File: src/rtl/intersection_ctrl_if.sv
// Signal bundle between an intersection controller and whatever drives it.
//   tick      timing strobe, one clk wide; phase timers only advance on it
//   cfg_we    duration-register write enable
//   cfg_addr  register select: 0=GREEN, 1=YELLOW, 2=ALLRED, 3=WALK
//   cfg_data  duration in ticks
//   ped_req   pedestrian request (level sampled every cycle)
//   ns_r/y/g  north-south lamps
//   ew_r/y/g  east-west lamps
//   walk      pedestrian walk lamp
//   ped_ack   one-cycle pulse when a walk phase is entered
// master: the side that issues tick/config/requests and watches the lamps.
// slave:  the controller itself.
interface intersection_ctrl_if;
  logic       tick;
  logic       cfg_we;
  logic [1:0] cfg_addr;
  logic [5:0] cfg_data;
  logic       ped_req;
  logic       ns_r;
  logic       ns_y;
  logic       ns_g;
  logic       ew_r;
  logic       ew_y;
  logic       ew_g;
  logic       walk;
  logic       ped_ack;

  modport master (
    output tick, cfg_we, cfg_addr, cfg_data, ped_req,
    input  ns_r, ns_y, ns_g, ew_r, ew_y, ew_g, walk, ped_ack
  );

  modport slave (
    input  tick, cfg_we, cfg_addr, cfg_data, ped_req,
    output ns_r, ns_y, ns_g, ew_r, ew_y, ew_g, walk, ped_ack
  );
endinterface

File: src/rtl/intersection_ctrl.sv
// Two-road traffic-light controller with a pedestrian walk phase.
// Cycle: NS_G -> NS_Y -> AR1 -> EW_G -> EW_Y -> AR2 -> NS_G. A pending
// pedestrian request inserts WALK after an all-red phase, after which the
// green that would have followed is served.
// Ports:
//   clk  system clock, rising edge
//   rst  asynchronous active-high reset
//   bus  intersection_ctrl_if.slave (tick, config writes, ped_req in;
//        registered lamps, walk and ped_ack out)
module intersection_ctrl (
  input  logic                clk,
  input  logic                rst,
  intersection_ctrl_if.slave  bus
);

  typedef enum logic [2:0] {
    IDLE, NS_G, NS_Y, AR1, EW_G, EW_Y, AR2, WALK
  } state_t;

  localparam logic [1:0] SEL_GREEN  = 2'd0;
  localparam logic [1:0] SEL_YELLOW = 2'd1;
  localparam logic [1:0] SEL_ALLRED = 2'd2;
  localparam logic [1:0] SEL_WALK   = 2'd3;

  localparam logic [5:0] DUR_DEFAULT [4] = '{6'd15, 6'd2, 6'd1, 6'd8};

  // Lamp vector layout: {ns_r, ns_y, ns_g, ew_r, ew_y, ew_g, walk}
  localparam logic [6:0] LAMP_ALLRED = 7'b1001000;

  state_t     state_reg, state_next;
  state_t     succ;
  logic [5:0] cnt_reg, cnt_next;
  logic       pending_reg, pending_next;
  logic       ret_ns_reg, ret_ns_next;   // WALK returns to NS_G when set, else EW_G
  logic       ped_ack_reg, ped_ack_next;
  logic [6:0] lamp_reg, lamp_next;
  logic       go;
  logic       walk_entry;
  logic [5:0] dur_raw;
  logic [5:0] dur_val [4];

  // Duration registers. A write lands on the clock edge, so a state entered
  // on that same edge still loads the old value.
  generate
    for (genvar gi = 0; gi < 4; gi++) begin : g_dur
      logic [5:0] dur_q;
      always_ff @(posedge clk or posedge rst) begin
        if (rst) begin
          dur_q <= DUR_DEFAULT[gi];
        end else if (bus.cfg_we && bus.cfg_addr == 2'(gi)) begin
          dur_q <= bus.cfg_data;
        end
      end
      assign dur_val[gi] = dur_q;
    end
  endgenerate

  function automatic logic [1:0] dur_sel(input state_t s);
    case (s)
      NS_G, EW_G: dur_sel = SEL_GREEN;
      NS_Y, EW_Y: dur_sel = SEL_YELLOW;
      WALK:       dur_sel = SEL_WALK;
      default:    dur_sel = SEL_ALLRED;
    endcase
  endfunction

  function automatic logic [6:0] lamps_of(input state_t s);
    case (s)
      NS_G:    lamps_of = 7'b0011000;
      NS_Y:    lamps_of = 7'b0101000;
      EW_G:    lamps_of = 7'b1000010;
      EW_Y:    lamps_of = 7'b1000100;
      WALK:    lamps_of = 7'b1001001;
      default: lamps_of = LAMP_ALLRED;
    endcase
  endfunction

  always_ff @(posedge clk or posedge rst) begin
    if (rst) begin
      state_reg   <= IDLE;
      cnt_reg     <= 6'd0;
      pending_reg <= 1'b0;
      ret_ns_reg  <= 1'b0;
      ped_ack_reg <= 1'b0;
      lamp_reg    <= LAMP_ALLRED;
    end else begin
      state_reg   <= state_next;
      cnt_reg     <= cnt_next;
      pending_reg <= pending_next;
      ret_ns_reg  <= ret_ns_next;
      ped_ack_reg <= ped_ack_next;
      lamp_reg    <= lamp_next;
    end
  end

  always_comb begin
    state_next  = state_reg;
    cnt_next    = cnt_reg;
    ret_ns_next = ret_ns_reg;
    go          = 1'b0;
    dur_raw     = 6'd0;

    // Successor if the current phase ends this cycle.
    case (state_reg)
      NS_G:    succ = NS_Y;
      NS_Y:    succ = AR1;
      AR1:     succ = pending_reg ? WALK : EW_G;
      EW_G:    succ = EW_Y;
      EW_Y:    succ = AR2;
      AR2:     succ = pending_reg ? WALK : NS_G;
      WALK:    succ = ret_ns_reg ? NS_G : EW_G;
      default: succ = NS_G;
    endcase

    if (state_reg == IDLE) begin
      // The counter is 0 straight out of reset; the first edge marks it so
      // that the second edge moves on to NS_G.
      if (cnt_reg == 6'd0) begin
        cnt_next = 6'd1;
      end else begin
        go = 1'b1;
      end
    end else if (bus.tick) begin
      if (cnt_reg <= 6'd1) begin
        go = 1'b1;
      end else begin
        cnt_next = cnt_reg - 6'd1;
      end
    end

    if (go) begin
      state_next = succ;
      dur_raw    = dur_val[dur_sel(succ)];
      cnt_next   = (dur_raw == 6'd0) ? 6'd1 : dur_raw;
      if (succ == WALK) begin
        ret_ns_next = (state_reg == AR2);
      end
    end

    walk_entry = go && (succ == WALK);
    // A request arriving on the entry edge itself survives, so it earns
    // another walk later.
    pending_next = bus.ped_req | (pending_reg & ~walk_entry);
    ped_ack_next = walk_entry;
    lamp_next    = lamps_of(state_next);
  end

  assign bus.ns_r    = lamp_reg[6];
  assign bus.ns_y    = lamp_reg[5];
  assign bus.ns_g    = lamp_reg[4];
  assign bus.ew_r    = lamp_reg[3];
  assign bus.ew_y    = lamp_reg[2];
  assign bus.ew_g    = lamp_reg[1];
  assign bus.walk    = lamp_reg[0];
  assign bus.ped_ack = ped_ack_reg;

endmodule

File: src/flat_wrapper.sv
// flat-port wrapper written by rule: the top's interface ports become plain ports
module intersection_ctrl_flat 
  (clk, rst, bus_tick, bus_cfg_we, bus_cfg_addr, bus_cfg_data, bus_ped_req, bus_ns_r, bus_ns_y, bus_ns_g, bus_ew_r, bus_ew_y, bus_ew_g, bus_walk, bus_ped_ack);
  intersection_ctrl_if bus_i ();
  input  logic clk;
  input  logic rst;
  input wire logic [$bits(bus_i.tick)-1:0] bus_tick;
  input wire logic [$bits(bus_i.cfg_we)-1:0] bus_cfg_we;
  input wire logic [$bits(bus_i.cfg_addr)-1:0] bus_cfg_addr;
  input wire logic [$bits(bus_i.cfg_data)-1:0] bus_cfg_data;
  input wire logic [$bits(bus_i.ped_req)-1:0] bus_ped_req;
  output wire logic [$bits(bus_i.ns_r)-1:0] bus_ns_r;
  output wire logic [$bits(bus_i.ns_y)-1:0] bus_ns_y;
  output wire logic [$bits(bus_i.ns_g)-1:0] bus_ns_g;
  output wire logic [$bits(bus_i.ew_r)-1:0] bus_ew_r;
  output wire logic [$bits(bus_i.ew_y)-1:0] bus_ew_y;
  output wire logic [$bits(bus_i.ew_g)-1:0] bus_ew_g;
  output wire logic [$bits(bus_i.walk)-1:0] bus_walk;
  output wire logic [$bits(bus_i.ped_ack)-1:0] bus_ped_ack;
  assign bus_i.tick = bus_tick;
  assign bus_i.cfg_we = bus_cfg_we;
  assign bus_i.cfg_addr = bus_cfg_addr;
  assign bus_i.cfg_data = bus_cfg_data;
  assign bus_i.ped_req = bus_ped_req;
  assign bus_ns_r = bus_i.ns_r;
  assign bus_ns_y = bus_i.ns_y;
  assign bus_ns_g = bus_i.ns_g;
  assign bus_ew_r = bus_i.ew_r;
  assign bus_ew_y = bus_i.ew_y;
  assign bus_ew_g = bus_i.ew_g;
  assign bus_walk = bus_i.walk;
  assign bus_ped_ack = bus_i.ped_ack;
  intersection_ctrl u_core (.clk(clk), .rst(rst), .bus(bus_i));
endmodule
File: config.mk
export PLATFORM = sky130hd
export DESIGN_NAME = intersection_ctrl_flat
export DESIGN_NICKNAME = d
export VERILOG_FILES = /design/src/rtl/intersection_ctrl_if.sv /design/src/rtl/intersection_ctrl.sv /design/src/flat_wrapper.sv
export SDC_FILE = /design/constraint.sdc
export NUM_CORES = 1
export LEC_CHECK = 0
export BUFFER_PORTS_ARGS = -buffer_cell sky130_fd_sc_hd__buf_2
export CAP_MARGIN = 20
export CORE_AREA = 10 10 78 80
export CTS_CLUSTER_SIZE = 25
export DETAILED_ROUTE_END_ITERATION = 8
export DIE_AREA = 0 0 88 90
export PLACE_DENSITY_LB_ADDON = 0.3
export SLEW_MARGIN = 20
export SYNTH_ARGS = -nofsm -noshare
export SYNTH_HDL_FRONTEND = slang
export SYNTH_SLANG_ARGS = --single-unit
File: constraint.sdc
create_clock -name clk -period 2 [get_ports clk]
set_clock_uncertainty 0.05 [all_clocks]
set_input_delay 0.6 -clock clk [delete_from_list [all_inputs] [get_ports clk]]
set_output_delay 0.6 -clock clk [all_outputs]
set_load 0.05 [all_outputs]
After elaboration in Yosys (flattened, before gate mapping)
Cells that the tools add are included.

Order comparisons: 2. Bitwise operators: 4. Eq/ne operators: 22. $add $sub $neg: 1. Reduce and logical (&&, ||, !) cells: 14. Mux-type cells: 21.

Operator list (count): two-way mux 6 bit (8); case mux 7 bit (5 select lines) (1); equality test 3 bit, second input constant (10); case mux 3 bit (7 select lines) (1); binary-select mux 6 bit (select 2 bit) (1); equality test 3 x 2 -> 1 bit, second input constant (4); zero test 6 bit (2); equality test 3 x 1 -> 1 bit, second input constant (3); two-way mux 3 bit (3); <= comparator 6 x 1 -> 1 bit, second input constant (1); case mux 2 bit (3 select lines) (1); subtractor 6 x 1 -> 6 bit, second input constant (1); logical AND 1 bit (5); equality test 2 bit, second input constant (2); two-way mux 1 bit (4); two-way mux 2 bit (2); OR reduction 2 bit (2); >= comparator 3 bit, second input constant (1); zero test 3 bit (1); inequality test 3 x 1 -> 1 bit, second input constant (1); inequality test 3 x 2 -> 1 bit, second input constant (1); NOT 2 -> 3 bit (1); AND reduction 3 bit (1); nonzero test 3 bit (1); 6 further kinds (6).

Word-level logic and storage cells: 74. Register bits after elaboration: 43. Bits of input ports: 13.

Longest topological paths before layout
Gate-level depths: netlist of run 1.

Word-level depth: 13. Mapped depth: 8.

Worst setup path before layout of run 1
Ideal clock, no wire load.

Kind: register -> register. From: reg u_core.state_reg[1]. To: reg u_core.lamp_reg[0]. Stages on the path, launching flop included: 9. Slack: 0.101 ns. Buffers on the path: 2. Required time: 1.826 ns. Arrival time: 1.725 ns. Period minus slack after synthesis: 1.899 ns. Cells stage by stage: dfrtp_1 buf_6 or3_1 buf_6 a21oi_4 a31o_4 mux2_4 a22oi_2 nor2_1.

Cells in the longest elaborated chain, start to end: 5. Elaborated cells between the ends (all ways): 17. Those cells by class: eq/ne (12); mux (4); reduce/logical (1).

RTL lines: from (decl) (line intersection_ctrl.sv:30) `state_t state_reg, state_next;`; from (signal assigned) (line intersection_ctrl.sv:87) `state_reg <= state_next;`; equality test 3 bit (tied with other cells) (line intersection_ctrl.sv:104) `case (state_reg)`; case mux 3 bit (7 select lines) / two-way mux 1 bit (equally long branches) (line intersection_ctrl.sv:104, intersection_ctrl.sv:115); two-way mux 3 bit (*) (line intersection_ctrl.sv:131) `if (go) begin`; equality test 3 bit (tied with other cells) (line intersection_ctrl.sv:68) `case (s)`; case mux 7 bit (5 select lines) (*) (line intersection_ctrl.sv:68); net u_core.lamp_next[0] (line intersection_ctrl.sv:36) `logic [6:0] lamp_reg, lamp_next;`; to (signal assigned) (line intersection_ctrl.sv:92) `lamp_reg <= lamp_next;`; to (decl) (line intersection_ctrl.sv:36).

Mark *: on every way through the listed nets, which the timed path passes. The rest lies on a longest branch. A chain may end at the register's enable or synchronous reset.

Worst setup path after layout of run 1
From: reg u_core.state_reg[2]. To: reg u_core.cnt_reg[0].

Cells in the longest elaborated chain, start to end: 13. Elaborated cells between the ends (all ways): 31. Those cells by class: eq/ne (14); mux (10); bitwise (1); reduce/logical (6).

RTL lines: equality test 3 bit (tied with other cells) (line intersection_ctrl.sv:104); case mux 3 bit (7 select lines) (line intersection_ctrl.sv:104); equality test 3 x 2 -> 1 bit (tied with other cells) (line intersection_ctrl.sv:59) `case (s)`; OR reduction 2 bit (line intersection_ctrl.sv:59); case mux 2 bit (3 select lines) (line intersection_ctrl.sv:59); two-way mux 2 bit (line intersection_ctrl.sv:131); NOT 2 -> 3 bit (implied by the code) (line intersection_ctrl.sv:133) `dur_raw = dur_val[dur_sel(succ)];`; binary-select mux 6 bit (select 2 bit) (line intersection_ctrl.sv:133); two-way mux 6 bit (implied by the code) (2 in a row) (line intersection_ctrl.sv:133); zero test 6 bit (line intersection_ctrl.sv:134) `cnt_next = (dur_raw == 6'd0) ? 6'd1 : dur_raw;`; two-way mux 6 bit (line intersection_ctrl.sv:134); two-way mux 6 bit (line intersection_ctrl.sv:131); to (signal assigned) (line intersection_ctrl.sv:88) `cnt_reg <= cnt_next;`; to (decl) (line intersection_ctrl.sv:32) `logic [5:0] cnt_reg, cnt_next;`.

Parallel ways exist; a longest one is shown, timed or not. The select of a mux whose other input is x is not followed.

==> out/results.txt, run 1 <==
#FFs+latches synth -> 43
First-pass DRT Iterations -> 4
Drt wl/cell -> 17.38 um
Reg2reg end -> u_core.cnt_reg[0]
Pwr Total -> 4.485 mW
CTS tree -> done
Type of origin of the critical path -> flip-flop
Routability cong. -> 0.9035
Seq. cell area -> 1091 um2
Antenna-violating nets left -> 0
Final worst path period share -> 95.87%
Post-synth EDFFs -> 0
Post-layout nets -> 279
Most frequent cells in the layout -> buf_4, dfrtp_1, mux2_2
Via count -> 1892
Critical path class -> reg2reg
Slew of the pin with the lowest slew margin -> 0.5302 ns
Max Cap Viol -> 0
Area of the multi-input gates -> 1234 um2
Die Area -> 7920 um2
Drt drc -> 0
Die span in x -> 88 um
Fmax -> 521.6 MHz
Ratio of cells with drive above 1 in the final layout -> 43.94%
Setup Viol. Count Final -> 0
Syn Std Cell Area -> 2377 um2
Mapped Cells -> 215
Sequential fraction of the synthesis area -> 45.74%
Worst Setup End Kind -> flip-flop
Hold-fix buffers at CTS -> 0
CP arrival -> 2.08 ns
Root Buffer -> clkbuf_8
Maximum vdd drop -> 0.5879 mV
Site Rows -> 25
Synthesized area per cell -> 11.06 um2
Die height -> 90 um
Antenna diodes -> 0
Reg clk slew, reported paths -> 0.08 ns
Syn-to-layout area delta -> 20.11%
Status -> complete, no violations
R2R depth -> 8
Fin crit period -> 1.917 ns
Worst Path Max Fanout -> 10
Reg2reg setup slack -> 0.08 ns
Synth Net Count -> 231
Io pins -> 21
Max reg flops -> 24
H-Tree Depth -> 2
Yosys warns -> 0
Clock Path Buffers -> 2
Final Hold Fails -> 0
Core Footprint -> 4598 um2
GRT Overall Usage -> 14.26%
Worst r2r src -> u_core.state_reg[2]
Post-synth ARST share -> 100.0%
IO buf count -> 20
LEAKAGE -> 1.238 nW
Post-detailed-route via-to-cell ratio -> 5.950
Worst hold path type -> in2async
Worst EP required -> 2.16 ns
Initial antenna violation count -> 0
Worst skew pair latency -> 0.30 ns
Clock buffer count from CTS -> 5
Top_reg_cell synth -> dfrtp_1
Initial core utilization -> 51.70%
Wirelength, routed -> 5526 um
Vias in the first global route -> 1954
Slew HR -> 64.65%
PD cells -> 1571 nW/um2
Largest net degree at the start of global routing -> 44
Gr ovfl total -> 0
Setup_tns -> 0 ns
First-pass GRT wire length -> 9356 um
DP HPWL -> 3942 um
Hold_ws -> 0.3773 ns
Max-slew violations -> 0
Synth unique cells -> 58
Fill cells -> 381
Clk sink count -> 43
Unrepaired setup endpoints after global routing -> yes
1st-iter DRT viols -> 98
timing repair:
action	4_1_cts	5_1_grt
endpoints found under the hold margin	0	0
gates resized for setup	2	8
buffers inserted	0	3
setup endpoints to repair	2	14
pin swaps	0	1
how the worst max path moves through the flow:
stage | start | endpoint | slack, ns | depth (start not counted)
3_5_place_dp | u_core.state_reg[1] | u_core.lamp_reg[0] | -0.009 | 6
2_1_floorplan | u_core.state_reg[1] | u_core.lamp_reg[0] | 0.10 | 8
3_3_place_gp | u_core.state_reg[1] | u_core.cnt_reg[0] | 0.02 | 6
5_1_grt | u_core.state_reg[2] | u_core.cnt_reg[0] | -0.03 | 8
6_report | u_core.state_reg[2] | u_core.cnt_reg[0] | 0.08 | 8
4_1_cts | u_core.cnt_reg[0] | u_core.cnt_reg[3] | 0.03 | 6
metal layers:
layer | vias to the layer above | GRT usage, % | part of all wire, %
met3 | 13 | 3.069 | 5.1
met4 | 0 | 5.186 | 2.0
li1 | 904 | - | -
met5 | - | 0 | 0
met1 | 914 | 18.92 | 46
met2 | 61 | 21.97 | 47
area by class of cell:
type                       count  area share (%)
sequential                    43           38.21
clock inverter                 1          0.2629
multi-input combinational    155           43.21
timing repair buffer          51           11.66
tap                           54           2.366
clock buffer                   7           3.374
inverter                       7          0.9202
worst max-delay path, cell delays in order, from the launching register on:
cell	delay (ns)
dfrtp_1	0.40
buf_4	0.19
xor2_2	0.22
a22oi_1	0.15
o22ai_1	0.10
a211oi_1	0.25
buf_4	0.18
nand3_1	0.08
o31ai_1	0.19
cell usage after synthesis, drive strengths merged, types with 2 or more instances:
master	n	area [um2]
a32oi	2	17.52
a21oi	19	106.4
nand3b	3	22.52
nand3	6	30.03
a32o	3	30.03
inv	7	26.28
buf	7	52.54
nand2b	2	12.51
clkbuf	3	11.26
nor3	3	20.02
o2bb2ai	4	35.03
a31oi	3	33.78
o32ai	2	17.52
nand2	14	52.55
nor2	12	50.05
a22oi	4	35.03
o22ai	4	25.02
o21ai	11	55.05
nor2b	3	26.27
or3	3	18.77
a221oi	2	17.52
and2	2	15.02
dfstp	9	236.5
dfrtp	34	850.8
nor3b	2	15.01
nor4	2	27.53
ha	3	37.54
and3	2	12.51
mux2	27	307.8
logic make-up after synthesis:
kind of cell,synth area share (%)
adders and majority gates,1.579
buffers and inverters,3.789
DFF,45.74
AOI/OAI and AO/OA,20.16
and+or+nand+nor,14.16
muxes,13.89
xor gates and xnor gates,0.6844
metrics by stage:
stage / instance area, um2 / std cells / setup WS [ns] / util [%]
global route: 2855 / 318 / -0.02797 / 62.10
floorplan: 2377 / 215 / 0.1009 / -
detailed placement: 2691 / 307 / -0.009432 / 58.53
finish: 2855 / 318 / 0.08265 / 62.10
global placement: 2691 / 307 / 0.01644 / 58.53
CTS: 2806 / 315 / 0.02504 / 61.03
power breakdown:
part / total (mW) / switching (mW) / internal [mW]
clock network: 0.616 / 0.302 / 0.314
logic: 2.52 / 1.39 / 1.13
registers: 1.35 / 0.207 / 1.15
Power figures use the tool's default switching activity.
==> run 2, diff against run 1 <==
Settings changed: CORE_AREA 10 10 78 80 to 10 10 77 79, CTS_BUF_LIST set to sky130_fd_sc_hd__clkbuf_8, DIE_AREA 0 0 88 90 to 0 0 87 89.
==> run 2 against run 1 <==
  * The flow now finishes with violations (setup timing)
  * Routed wire length barely moved
  * Utilization up 2.6 points
  * Sequential cell count did not move
  * Sequential share of layout area decreased by 1.1 points
  * Non-clock buffer count up 2
  * Critical path type unchanged
  * Highest routed layer unchanged
==> out/results.txt, run 2 (synthesis results as in run 1) <==
Switch Pwr -> 1.896 mW (was 1.895 mW)
PD cells -> 1607 nW/um2 (was 1571 nW/um2)
Root Buffer -> clkbuf_8 (unchanged)
Initial core utilization -> 52.41% (was 51.70%)
Max reg flops -> 24 (unchanged)
H-Tree Depth -> 2 (unchanged)
Internal power -> 2.817 mW (was 2.589 mW)
Seq pwr share -> 28.8% (was 30.2%)
DR WL met3 -> 281 um (unchanged)
Setup_tns -> -0.004340 ns (was 0 ns)
Worst EP required -> 2.13 ns (was 2.16 ns)
Worst Setup End Kind -> flip-flop (unchanged)
Max Cap Viol -> 0 (unchanged)
Worst skew pair latency -> 0.30 ns (about the same)
Drt wl/cell -> 17.26 um (was 17.38 um)
Core Footprint -> 4536 um2 (was 4598 um2)
Crit-path max cell delay -> 0.47 ns (was 0.40 ns)
Worst hold path type -> in2async (unchanged)
Syn-to-layout area delta -> 23.37% (was 20.11%)
Worst Path Max Fanout -> 7 (was 10)
Clock Path Buffers -> 2 (unchanged)
Die Area -> 7743 um2 (was 7920 um2)
Site Rows -> 25 (unchanged)
Final Hold Fails -> 0 (unchanged)
Io pins -> 21 (unchanged)
Commonest non-fill, non-tap cell in the layout -> dfrtp_1
Unrepaired setup endpoints after global routing -> yes (unchanged)
CTS tree -> done (unchanged)
Via count -> 1897 (was 1892)
Wirelength, routed -> 5524 um (was 5526 um)
Type of origin of the critical path -> flip-flop (unchanged)
Final WS setup -> -0.004340 ns (was 0.08265 ns)
Critical path class -> reg2reg (unchanged)
Finished Cell Area -> 2933 um2 (was 2855 um2)
Gr ovfl total -> 0 (unchanged)
Drt drc -> 0 (unchanged)
Failing checks -> setup timing
1st-iter DRT viols -> 103 (was 98)
Placed inst area -> 2726 um2 (was 2691 um2)
Final worst path period share -> 100.2% (was 95.87%)
LEAKAGE -> 1.276 nW (was 1.238 nW)
Antenna diodes -> 0 (unchanged)
Power share of the clock group -> 17.1% (was 13.7%)
R2R depth -> 6 (was 8)
Setup Viol. Count Final -> 1 (was 0)
First-pass GRT wire length -> 9342 um (was 9356 um)
Die height -> 89 um (was 90 um)
IO buf count -> 20 (unchanged)
First-pass DRT Iterations -> 4 (unchanged)
Post-detailed-route via-to-cell ratio -> 5.928 (was 5.950)
Fmax -> 498.9 MHz (was 521.6 MHz)
Reg2reg end -> u_core.cnt_reg[0] (unchanged)
Die span in x -> 87 um (was 88 um)
Slowest-stage cell, CP -> dfrtp_2 (was dfrtp_1)
Fin crit period -> 2.004 ns (was 1.917 ns)
Initial antenna violation count -> 0 (unchanged)
Status -> finished, violations left (was complete, no violations)
Post-layout nets -> 281 (was 279)
CP arrival -> 2.13 ns (was 2.08 ns)
Sw Share -> 40.23% (was 42.26%)
Clk sink count -> 43 (unchanged)
Maximum vdd drop -> 0.9069 mV (was 0.5879 mV)
Max-slew violations -> 0 (unchanged)
DRT met1 WL -> 2539 um (was 2537 um)
DP HPWL -> 4099 um (was 3942 um)
Antenna-violating nets left -> 0 (unchanged)
Most frequent cells in the layout -> dfrtp_1, buf_4, mux2_2 (was buf_4, dfrtp_1, mux2_2)
Top Layer Used -> met4 (unchanged)
Reg2reg setup slack -> -0.004 ns (was 0.08 ns)
Worst r2r src -> u_core.state_reg[1] (was u_core.state_reg[2])
Critical-path cell list -> or3_4 > a21oi_4 > a31oi_4 > a2111oi_4 > a2bb2oi_1 > o31ai_1 (was buf_4 > xor2_2 > a22oi_1 > o22ai_1 > a211oi_1 > buf_4 > nand3_1 > o31ai_1)
Slew of the pin with the lowest slew margin -> 0.5308 ns (was 0.5302 ns)
Largest net degree at the start of global routing -> 44 (unchanged)
DR WL met2 -> 2606 um (was 2595 um)
Routability cong. -> 0.9009 (was 0.9035)
Ratio of cells with drive above 1 in the final layout -> 43.23% (was 43.94%)
Slew HR -> 64.61% (was 64.65%)
Vias in the first global route -> 1943 (was 1954)
Post-Place Setup Slack -> -0.007583 ns (was -0.009432 ns)
Combinational power share -> 54.1% (was 56.1%)
Reg clk slew, reported paths -> 0.08 ns (about the same)
Clock buffer count from CTS -> 5 (unchanged)
GRT Overall Usage -> 14.97% (was 14.26%)
-- run 2: worst max path at each step --
stage	start	endpoint	slack (ns)	cells past startpoint
global route	u_core.state_reg[0]	u_core.cnt_reg[0]	-0.09	9
detailed placement	u_core.state_reg[1]	u_core.cnt_reg[0]	-0.008	6
finish	u_core.state_reg[1]	u_core.cnt_reg[0]	-0.004	6
global placement	u_core.state_reg[1]	u_core.lamp_reg[0]	0.05	6
floorplan	u_core.state_reg[1]	u_core.lamp_reg[0]	0.10	8
CTS	u_core.state_reg[1]	u_core.cnt_reg[0]	0.05	6
-- run 2: stage by stage --
step | hold WS [ns] | power [mW] | cells | util [%]
6_report | 0.3741 | 4.713 | 320 | 64.66
5_1_grt | 0.4200 | 5.022 | 320 | 64.66
4_1_cts | 0.3909 | 4.628 | 318 | 63.37
3_5_place_dp | 0.4480 | 3.784 | 310 | 60.11
3_3_place_gp | 0.4390 | 3.734 | 310 | 60.11
2_1_floorplan | 0.4241 | 2.925 | 215 | -
-- run 2: area by class of cell --
| class | instances | area (um2) |
|---|---|---|
| flip-flops and latches | 43 | 1089 |
| repair buffers | 53 | 372.9 |
| inverters | 7 | 26.28 |
| well taps | 54 | 67.56 |
| clock inverters | 3 | 67.56 |
| multi-input cells | 155 | 1241 |
| fillers | 362 | 1603 |
| clock buffers | 5 | 68.82 |
-- run 2: layer usage --
metal	up-vias	track usage, %
met3	11	3.373
met5	-	0
li1	909	-
met1	927	19.28
met2	50	24.38
met4	0	4.566
-- run 2: timing repair --
action | 4_1_cts | 5_1_grt
hold endpoints to repair | 0 | 0
buffers inserted | 0 | 2
resized for setup | 3 | 5
setup endpoints to repair | 4 | 4
hold buffers | 0 | 0
cloned | 0 | 0
pin swaps | 0 | 2
-- run 2: power groups by stage --
stage          sequential (mW)  combinational [mW]  clock, mW
5_1_grt                   1.39                2.78      0.851
3_5_place_dp              1.37                2.42          0
3_3_place_gp              1.35                2.38          0
2_1_floorplan             1.50                1.43          0
6_report                  1.36                2.55      0.807
4_1_cts                   1.35                2.45      0.825
-- run 2: worst max-delay path, delay by kind of cell, from the launching register on --
family             cells  cell delay (ns)
AOI/OAI and AO/OA      5             0.93
DFF                    1             0.47
and+or+nand+nor        1             0.44
